File: src/rtl/fm_packer_if.sv
// fm_packer_if: handshake and flat-bus signals between a feature-map
// producer, the fm_packer block and the flat-bus consumer.
// master = element producer / consumer side, slave = fm_packer.
interface fm_packer_if #(
  parameter int fm_width   = 5,
  parameter int fm_height  = 5,
  parameter int value_size = 16
);
  localparam int N  = fm_width * fm_height;
  localparam int CW = $clog2(N + 1);

  logic                    in_valid;
  logic                    in_ready;
  logic [value_size-1:0]   in_data;
  logic                    in_last;
  logic [N*value_size-1:0] fm_out;
  logic                    fm_valid;
  logic                    fm_ack;
  logic [CW-1:0]           count;
  logic                    err_len;

  modport master (
    output in_valid, in_data, in_last, fm_ack,
    input  in_ready, fm_out, fm_valid, count, err_len
  );

  modport slave (
    input  in_valid, in_data, in_last, fm_ack,
    output in_ready, fm_out, fm_valid, count, err_len
  );
endinterface

File: src/rtl/fm_packer.sv
// fm_packer: collects a row-major feature map one element per cycle and
// presents it on a flat N*value_size bus, first element in the most
// significant slot. The packed map is held with fm_valid until fm_ack.
// Optional macro FM_PACK_RELU_EN: negative elements are stored as zero,
// so the packed map comes out already rectified.
module fm_packer #(
  parameter int fm_width   = 5,
  parameter int fm_height  = 5,
  parameter int value_size = 16
) (
  input logic          clk,
  input logic          rst_n,
  fm_packer_if.slave   bus
);
  localparam int N  = fm_width * fm_height;
  localparam int CW = $clog2(N + 1);
  localparam logic [CW-1:0] LAST_IDX = CW'(N - 1);
  localparam logic [CW-1:0] FULL_CNT = CW'(N);

  typedef enum logic {
    FILL,
    FULL
  } state_t;

  state_t                  r_state;
  logic                    r_inReady;
  logic                    r_fmValid;
  logic                    r_errLen;
  logic [CW-1:0]           r_count;
  logic [N*value_size-1:0] r_fmOut;

  logic                    w_accept;
  logic [value_size-1:0]   w_storeData;
  int                      w_slotBase;

  // Accept condition, element value to store, and the slot it lands in
  always_comb begin
    w_accept   = bus.in_valid && r_inReady;
    w_slotBase = (N - 1 - int'(r_count)) * value_size;
`ifdef FM_PACK_RELU_EN
    w_storeData = bus.in_data[value_size-1] ? '0 : bus.in_data;
`else
    w_storeData = bus.in_data;
`endif
  end

  // Fill/hold state machine; all outputs registered here
  always_ff @(posedge clk) begin
    if (!rst_n) begin
      r_state   <= FILL;
      r_inReady <= 1'b0;
      r_fmValid <= 1'b0;
      r_errLen  <= 1'b0;
      r_count   <= '0;
      r_fmOut   <= '0;
    end else begin
      case (r_state)
        FILL: begin
          r_inReady <= 1'b1;
          if (w_accept) begin
            if (r_count == LAST_IDX) begin
              r_fmOut[w_slotBase +: value_size] <= w_storeData;
              r_count   <= FULL_CNT;
              r_state   <= FULL;
              r_fmValid <= 1'b1;
              r_inReady <= 1'b0;
              if (!bus.in_last) begin
                r_errLen <= 1'b1;
              end
            end else if (bus.in_last) begin
              r_errLen <= 1'b1;
              r_count  <= '0;
            end else begin
              r_fmOut[w_slotBase +: value_size] <= w_storeData;
              r_count <= r_count + CW'(1);
            end
          end
        end
        FULL: begin
          if (bus.fm_ack) begin
            r_state   <= FILL;
            r_fmValid <= 1'b0;
            r_inReady <= 1'b1;
            r_count   <= '0;
          end
        end
        default: begin
          r_state <= FILL;
        end
      endcase
    end
  end

  assign bus.in_ready = r_inReady;
  assign bus.fm_valid = r_fmValid;
  assign bus.err_len  = r_errLen;
  assign bus.count    = r_count;
  assign bus.fm_out   = r_fmOut;
endmodule

File: src/flat_wrapper.sv
// flat-port wrapper written by rule: the top's interface ports become plain ports
module fm_packer_flat 
#(
  parameter int fm_width   = 5,
  parameter int fm_height  = 5,
  parameter int value_size = 16
)
  (clk, rst_n, bus_in_valid, bus_in_data, bus_in_last, bus_fm_ack, bus_in_ready, bus_fm_out, bus_fm_valid, bus_count, bus_err_len);
  fm_packer_if #(.fm_width(fm_width), .fm_height(fm_height), .value_size(value_size)) bus_i ();
  input logic clk;
  input logic rst_n;
  input wire logic [$bits(bus_i.in_valid)-1:0] bus_in_valid;
  input wire logic [$bits(bus_i.in_data)-1:0] bus_in_data;
  input wire logic [$bits(bus_i.in_last)-1:0] bus_in_last;
  input wire logic [$bits(bus_i.fm_ack)-1:0] bus_fm_ack;
  output wire logic [$bits(bus_i.in_ready)-1:0] bus_in_ready;
  output wire logic [$bits(bus_i.fm_out)-1:0] bus_fm_out;
  output wire logic [$bits(bus_i.fm_valid)-1:0] bus_fm_valid;
  output wire logic [$bits(bus_i.count)-1:0] bus_count;
  output wire logic [$bits(bus_i.err_len)-1:0] bus_err_len;
  assign bus_i.in_valid = bus_in_valid;
  assign bus_i.in_data = bus_in_data;
  assign bus_i.in_last = bus_in_last;
  assign bus_i.fm_ack = bus_fm_ack;
  assign bus_in_ready = bus_i.in_ready;
  assign bus_fm_out = bus_i.fm_out;
  assign bus_fm_valid = bus_i.fm_valid;
  assign bus_count = bus_i.count;
  assign bus_err_len = bus_i.err_len;
  fm_packer #(.fm_width(fm_width), .fm_height(fm_height), .value_size(value_size)) u_core (.clk(clk), .rst_n(rst_n), .bus(bus_i));
endmodule
File: config.mk
export PLATFORM = sky130hd
export DESIGN_NAME = fm_packer_flat
export DESIGN_NICKNAME = d
export VERILOG_FILES = /design/src/rtl/fm_packer_if.sv /design/src/rtl/fm_packer.sv /design/src/flat_wrapper.sv
export SDC_FILE = /design/constraint.sdc
export NUM_CORES = 1
export LEC_CHECK = 0
export ABC_AREA = 1
export BUFFER_PORTS_ARGS = -buffer_cell sky130_fd_sc_hd__buf_2
export CAP_MARGIN = 20
export CELL_PAD_IN_SITES_DETAIL_PLACEMENT = 1
export CELL_PAD_IN_SITES_GLOBAL_PLACEMENT = 1
export CORE_MARGIN = 3
export CORE_UTILIZATION = 37
export DETAILED_ROUTE_END_ITERATION = 8
export GPL_TIMING_DRIVEN = 0
export PLACE_DENSITY = 0.89
export SETUP_SLACK_MARGIN = 0.4
export SLEW_MARGIN = 20
export SYNTH_ARGS = -nofsm -noshare
export SYNTH_HDL_FRONTEND = slang
export SYNTH_SLANG_ARGS = --single-unit
File: constraint.sdc
create_clock -name clk -period 3.8 [get_ports clk]
set_input_delay 0.19 -clock clk [delete_from_list [all_inputs] [get_ports clk]]
set_output_delay 0.19 -clock clk [all_outputs]
set_load 0.02 [all_outputs]
# [After elaboration in Yosys (flattened, before gate mapping)]
# Cells that the tools add are included.
[totals] reg_bits=409 inputBits=21 out_inout_bits=408 word_cells=47
[classes] addsub=3 eq_ne=6 shift=2 mux=23 bitwise_logic=1 n_reduce_logical=6
[op_table] op="$mux 400" n=2
[op_table] op="$bwmux 400" n=1
[op_table] op="$shift 16x33->400 const A" n=1
[op_table] op="$shiftx 16x33->400" n=1
[op_table] op="$neg 32->33" n=1
[op_table] op="$mux 5" n=4
[op_table] op="$mux 1" n=12
[op_table] op="$pmux 5 s2" n=1
[op_table] op="$ne 2x1->1 const B" n=3
[op_table] op="$pmux 1 s2" n=3
[op_table] op="$reduce_and 3->1" n=2
[op_table] op="$sub 5x5->6 const A" n=1
[op_table] op="$add 5x1->5 const B" n=1
[op_table] op="$eq 5x5->1 const B" n=1
[op_table] op="$ne 2x2->1 const B" n=2
[op_table] op="$reduce_and 4->1" n=1
[op_table] op="$reduce_and 2->1" n=1
[op_table] op="$reduce_bool 2->1" n=1
[op_table] op="$logic_and 1x1->1" n=1
[op_table] op="$not 1->1" n=1

# [Longest topological paths before layout]
[logic_depth] ltp_word=6 ltp_mapped=23 mapped_depth_nobuf=20

# [Worst setup path after synthesis]
# No wires, ideal clock.
[synth_path] path_type="reg-to-reg" from="register u_core.r_count[0], in the netlist u_core.bus.count[0]" to="register u_core.r_fmOut[178], in the netlist u_core.bus.fm_out[178]" setup_ns=0.064 arrival_time_ns=3.521 t_required_ns=3.736 slack_ns=0.215 path_stages_with_launch=22 n_path_buf=3 synth_period_minus_slack_ns=3.585 path_cell_list="dfxtp_1 -> buf_6 -> inv_4 -> ha_1 -> nor2_8 -> inv_2 -> nor2_1 -> nand3_1 -> or2_2 -> ha_1 -> inv_1 -> nand2_1 -> nor2_1 -> nand3_1 -> nand2_1 -> nand4_1 -> nor2_1 -> and2_1 -> buf_2 -> buf_2 -> nor2_1 -> nor2_1"
[synth_via] elab_chain_len=6 elab_cells_between_ends=10 cone_classes="add/sub: 2; eq/ne: 2; shift: 2; mux: 3; reduce/logical: 1"
[synth_rtl] item="start: declaration" line="fm_packer.sv:29" rtl="logic [CW-1:0] r_count;"
[synth_rtl] item="start signal: assignment" line="fm_packer.sv:75" rtl="r_count <= r_count + CW'(1);"
[synth_rtl] item="$sub 5x5->6" line="fm_packer.sv:39" rtl="w_slotBase = (N - 1 - int'(r_count)) * value_size;"
[synth_rtl] item="$neg 32->33" line="fm_packer.sv:62, fm_packer.sv:74"
[synth_rtl] item="$shiftx 16x33->400 or $shift 16x33->400 (tied branches)" line="fm_packer.sv:62, fm_packer.sv:74"
[synth_rtl] item="$bwmux 400" line="fm_packer.sv:62, fm_packer.sv:74"
[synth_rtl] item="$mux 400" line="fm_packer.sv:70" rtl="end else if (bus.in_last) begin"
[synth_rtl] item="$mux 400" line="fm_packer.sv:61" rtl="if (r_count == LAST_IDX) begin"
[synth_rtl] item="end signal: indexed assignment" line="fm_packer.sv:62" rtl="r_fmOut[w_slotBase +: value_size] <= w_storeData;"
[synth_rtl] item="end signal: indexed assignment" line="fm_packer.sv:74" rtl="r_fmOut[w_slotBase +: value_size] <= w_storeData;"
[synth_rtl] item="end: declaration" line="fm_packer.sv:30" rtl="logic [N*value_size-1:0] r_fmOut;"
# Several ways; a longest one is shown, not always the timed one. The select of a mux whose other input is x is not followed.
# A chain may end at the register's enable or synchronous reset.

# [Worst setup path after layout]
[layout_path] from="register u_core.r_count[0], in the netlist u_core.bus.count[0]" to="register u_core.r_fmOut[31], in the netlist u_core.bus.fm_out[31]"
# Same word-level chain as after synthesis.

==> summary.txt <==
Pwr
  – Comb pwr share: 0.114
  – Sequential fraction of design power: 0.432
  – Pwr Density: 397 mW/mm²
  – Pwr Total: 10.0 mW
  – Sw Share: 0.279
  – Leakage power: 14.0 nW
  – Clk network pwr share: 0.455
  – NetSw: 2.80 mW
  – Int Power: 7.23 mW
  – Max VDD drop: 0.000295 V

CTS
  – H-tree depth: 2
  – Bufs on Longest Clock Path: 3
  – Clock tree sinks: 409
  – Worst-path clk slew: 0.07 ns
  – CTS tree: done
  – Clk_lat worst skew: 0.62 ns
  – CTS buffer count: 46
  – CTS Root Cell: clkbuf_16

Cells and area
  – Commonest non-fill, non-tap cells in the layout: 866 x nor2_1, 739 x nand2_1, 448 x buf_2, 406 x dfxtp_1, 355 x inv_1
  – Finished Cell Area: 0.0253 mm²
  – FF+latch area: 0.00819 mm²
  – Number of fill cells: 6,643
  – Commonest non-fill, non-tap cell in the layout: nor2_1
  – Fin nets: 3,549
  – Area Growth Syn to Fin: 35.1%
  – Fin util: 0.511
  – Multi-input gate area: 0.00895 mm²
  – Layout cell share with drive strength beyond 1: 0.243

Drt
  – Post-route ant nets: 0
  – Routed metal-1 wire length: 37,000 µm
  – Initial DRC count: 1,694
  – DRC Markers: 0
  – DRT Pass-1 Iters: 5
  – WL per Instance: 22.7 µm
  – DR top layer: met5
  – Routed met2 length: 44,600 µm
  – Via density: 5.23
  – Via count: 22.1k
  – Post-Route WL: 95,800 µm
  – Met3 WL: 7990 µm

Critical path
  – Reg2reg path depth: 21
  – Reg-to-reg slack, setup: 0.0004 ns
  – CP Class: reg -> reg
  – Worst r2r dst: u_core.bus.fm_out[31]$_SDFFE_PN0P_
  – Crit Path Max Fanout: 7
  – FF-to-FF Start: u_core.bus.count[0]$_SDFFE_PN0P_
  – CP startpoint kind: register
  – CP arrival: 4.28 ns
  – Worst path max stage delay: 0.34 ns
  – Critical Path RT: 4.28 ns
  – Crit path capture type: register
  – CP max stage cell: dfxtp_2
  – CP Cell Sequence: buf_6, clkinv_8, ha_4, nor2_8, inv_4, nor2_4, nand3_4, or2_4, ha_4, inv_2, nand2_2, nor2_2, nand3_1, nand2_2, nand4_1, nor2_4, buf_6, nand3_4, buf_2, nor2_1, nor2_1

Global route
  – Gr ovfl total: 0
  – Initial antenna violation count: 2
  – GRT Util Overall: 0.313
  – Largest net degree at the start of global routing: 13
  – Global-route wire length before repair: 127,000 µm
  – Number of global-route vias before repair: 21.3k

Floorplan
  – Initial Util: 0.378
  – Core Area: 0.0495 mm²
  – Die H: 231 µm
  – FP Rows: 81
  – Die area: 0.0533 mm²
  – Die width: 231 µm
  – IO Pins: 429

STA
  – Setup_tns: 0 ns
  – Final count of pins violating max slew: 0
  – Worst Tran Pin Value: 1.26 ns
  – Final Skew: 0.0459 ns
  – Max Freq: 0.263 GHz
  – RSZ-0062 raised after global routing: yes
  – Final hold violations: 0
  – Period utilisation layout: 1.00
  – Slew margin rel.: 0.159
  – Min cycle time layout: 3.80 ns
  – Setup-failing EPs final: 0

Min path
  – Hold wc startpoint: bus_in_data[3]
  – Worst Hold Class: in -> reg
  – Hold endpoint: u_core.bus.fm_out[3]$_SDFFE_PN0P_
  – Hold Crit Depth: 5

Logic synthesis
  – Async SR Flop Fraction: 0
  – Syn Inst Count: 2,956
  – Largest area contributor in the netlist: dfxtp_1
  – Post-Syn Area: 0.0187 mm²
  – Post-synth top flop: dfxtp_1
  – Yosys warning count: 0
  – Synthesis-stage register bit count: 409
  – Synthesized area per cell: 6.33 µm²
  – Post-synthesis net count: 2,987
  – Top cell type's share of synthesized area: 0.438
  – Post-synth EDFFs: 0
  – Proportion of synthesized chip area in sequential cells: 0.438
  – Synth unique cells: 37
  – Top post-synthesis cells by area: dfxtp_1 44%, nor2_1 19%, nand2_1 15%

Place
  – Port Buf Inserts: 427
  – Placed cell area: 0.0217 mm²
  – DP HPWL: 61,600 µm
  – Gp weighted congestion: 0.883

Outcome
  – Outcome: finished, final reports clean

Flow run
  – Maxcap violations: 0
[synthesized netlist by cell type, drive strengths merged, types with 4 or more instances]
master and number:
nor2 946, nand2 768, dfxtp 409, inv 376, nand3 104, clkbuf 87
buf 80, o21ai 78, nor3 40, nand4 21, nor4 12, ha 10
a21oi 8, and2 4, or2 4
[area by class of cell]
cell class,count,share of cell area
multi-input cells,2003,0.354
well taps,664,0.0329
repair buffers,514,0.126
diodes,1,0.0000990
inverters,377,0.0571
flip-flops and latches,409,0.324
clock inverters,6,0.00243
clock buffers,76,0.0569
plain buffers,167,0.0468
[stage by stage]
step                      setup WS [ns]  hold WS [ns]  std cells
after floorplan                   0.403         0.377       2956
after global placement           -0.272         0.445       4047
after detailed placement         -0.378         0.453       4047
after CTS                         0.416        0.0800       4175
after global routing            -0.0646         0.189       4217
final                          0.000373         0.155       4217
[flip-flops by register name, indices dropped and copies added (netlist names)]
name and flops:
u_core.bus.fm_valid 1, u_core.bus.count 5, u_core.bus.in_ready 1, u_core.bus.fm_out 400
u_core.bus.err_len 1, u_core.r_state 1
[critical path: cells and delay by family, from the launching register on]
kind,cells,cell delay [ns]
buffers and inverters,6,0.67
and+or+nand+nor,13,2.17
adders and majority gates,2,0.49
DFF,1,0.34
[metal layers]
layer  GRT usage  vias up
met2       0.527     1139
li1            -     9897
met3      0.0652      387
met5           0        -
met1       0.382    10600
met4       0.150        2
[worst max-delay path by stage]
stage,end,depth (start not counted),startpoint
after global placement,u_core.bus.fm_out[188]$_SDFFE_PN0P_,18,u_core.bus.count[0]$_SDFFE_PN0P_
after CTS,u_core.bus.fm_out[279]$_SDFFE_PN0P_,22,u_core.bus.count[0]$_SDFFE_PN0P_
after global routing,u_core.bus.fm_out[31]$_SDFFE_PN0P_,19,u_core.bus.count[2]$_SDFFE_PN0P_
after floorplan,u_core.bus.fm_out[150]$_SDFFE_PN0P_,21,u_core.bus.count[0]$_SDFFE_PN0P_
final,u_core.bus.fm_out[31]$_SDFFE_PN0P_,21,u_core.bus.count[0]$_SDFFE_PN0P_
after detailed placement,u_core.bus.fm_out[248]$_SDFFE_PN0P_,17,u_core.bus.count[0]$_SDFFE_PN0P_
[logic make-up after synthesis]
kind of cell             synth area share
flip-flops                          0.438
adder cells (fa/ha/maj)           0.00669
AND/OR/NAND/NOR                     0.408
buffers and inverters               0.120
XOR/XNOR                          0.00174
AO/OA/AOI/OAI                      0.0255
[power groups by stage]
stage | combinational [mW] | clock (mW) | sequential, mW
floorplan | 0.475 | 0 | 4.46
CTS | 0.990 | 4.54 | 4.33
global route | 1.19 | 4.76 | 4.33
detailed placement | 0.882 | 0 | 4.43
global placement | 0.870 | 0 | 4.43
finish | 1.14 | 4.56 | 4.33
[what timing repair did]
item / 4_1_cts / 5_1_grt
setup endpoints to repair: 400 / 394
hold endpoints to repair: 7 / 0
gates resized for setup: 141 / 251
buffers inserted: 42 / 27
pin swaps: 22 / 28
gates cloned: 2 / 14
hold buffers: 2 / 0
Note: power is estimated with default switching activity, not from simulation.
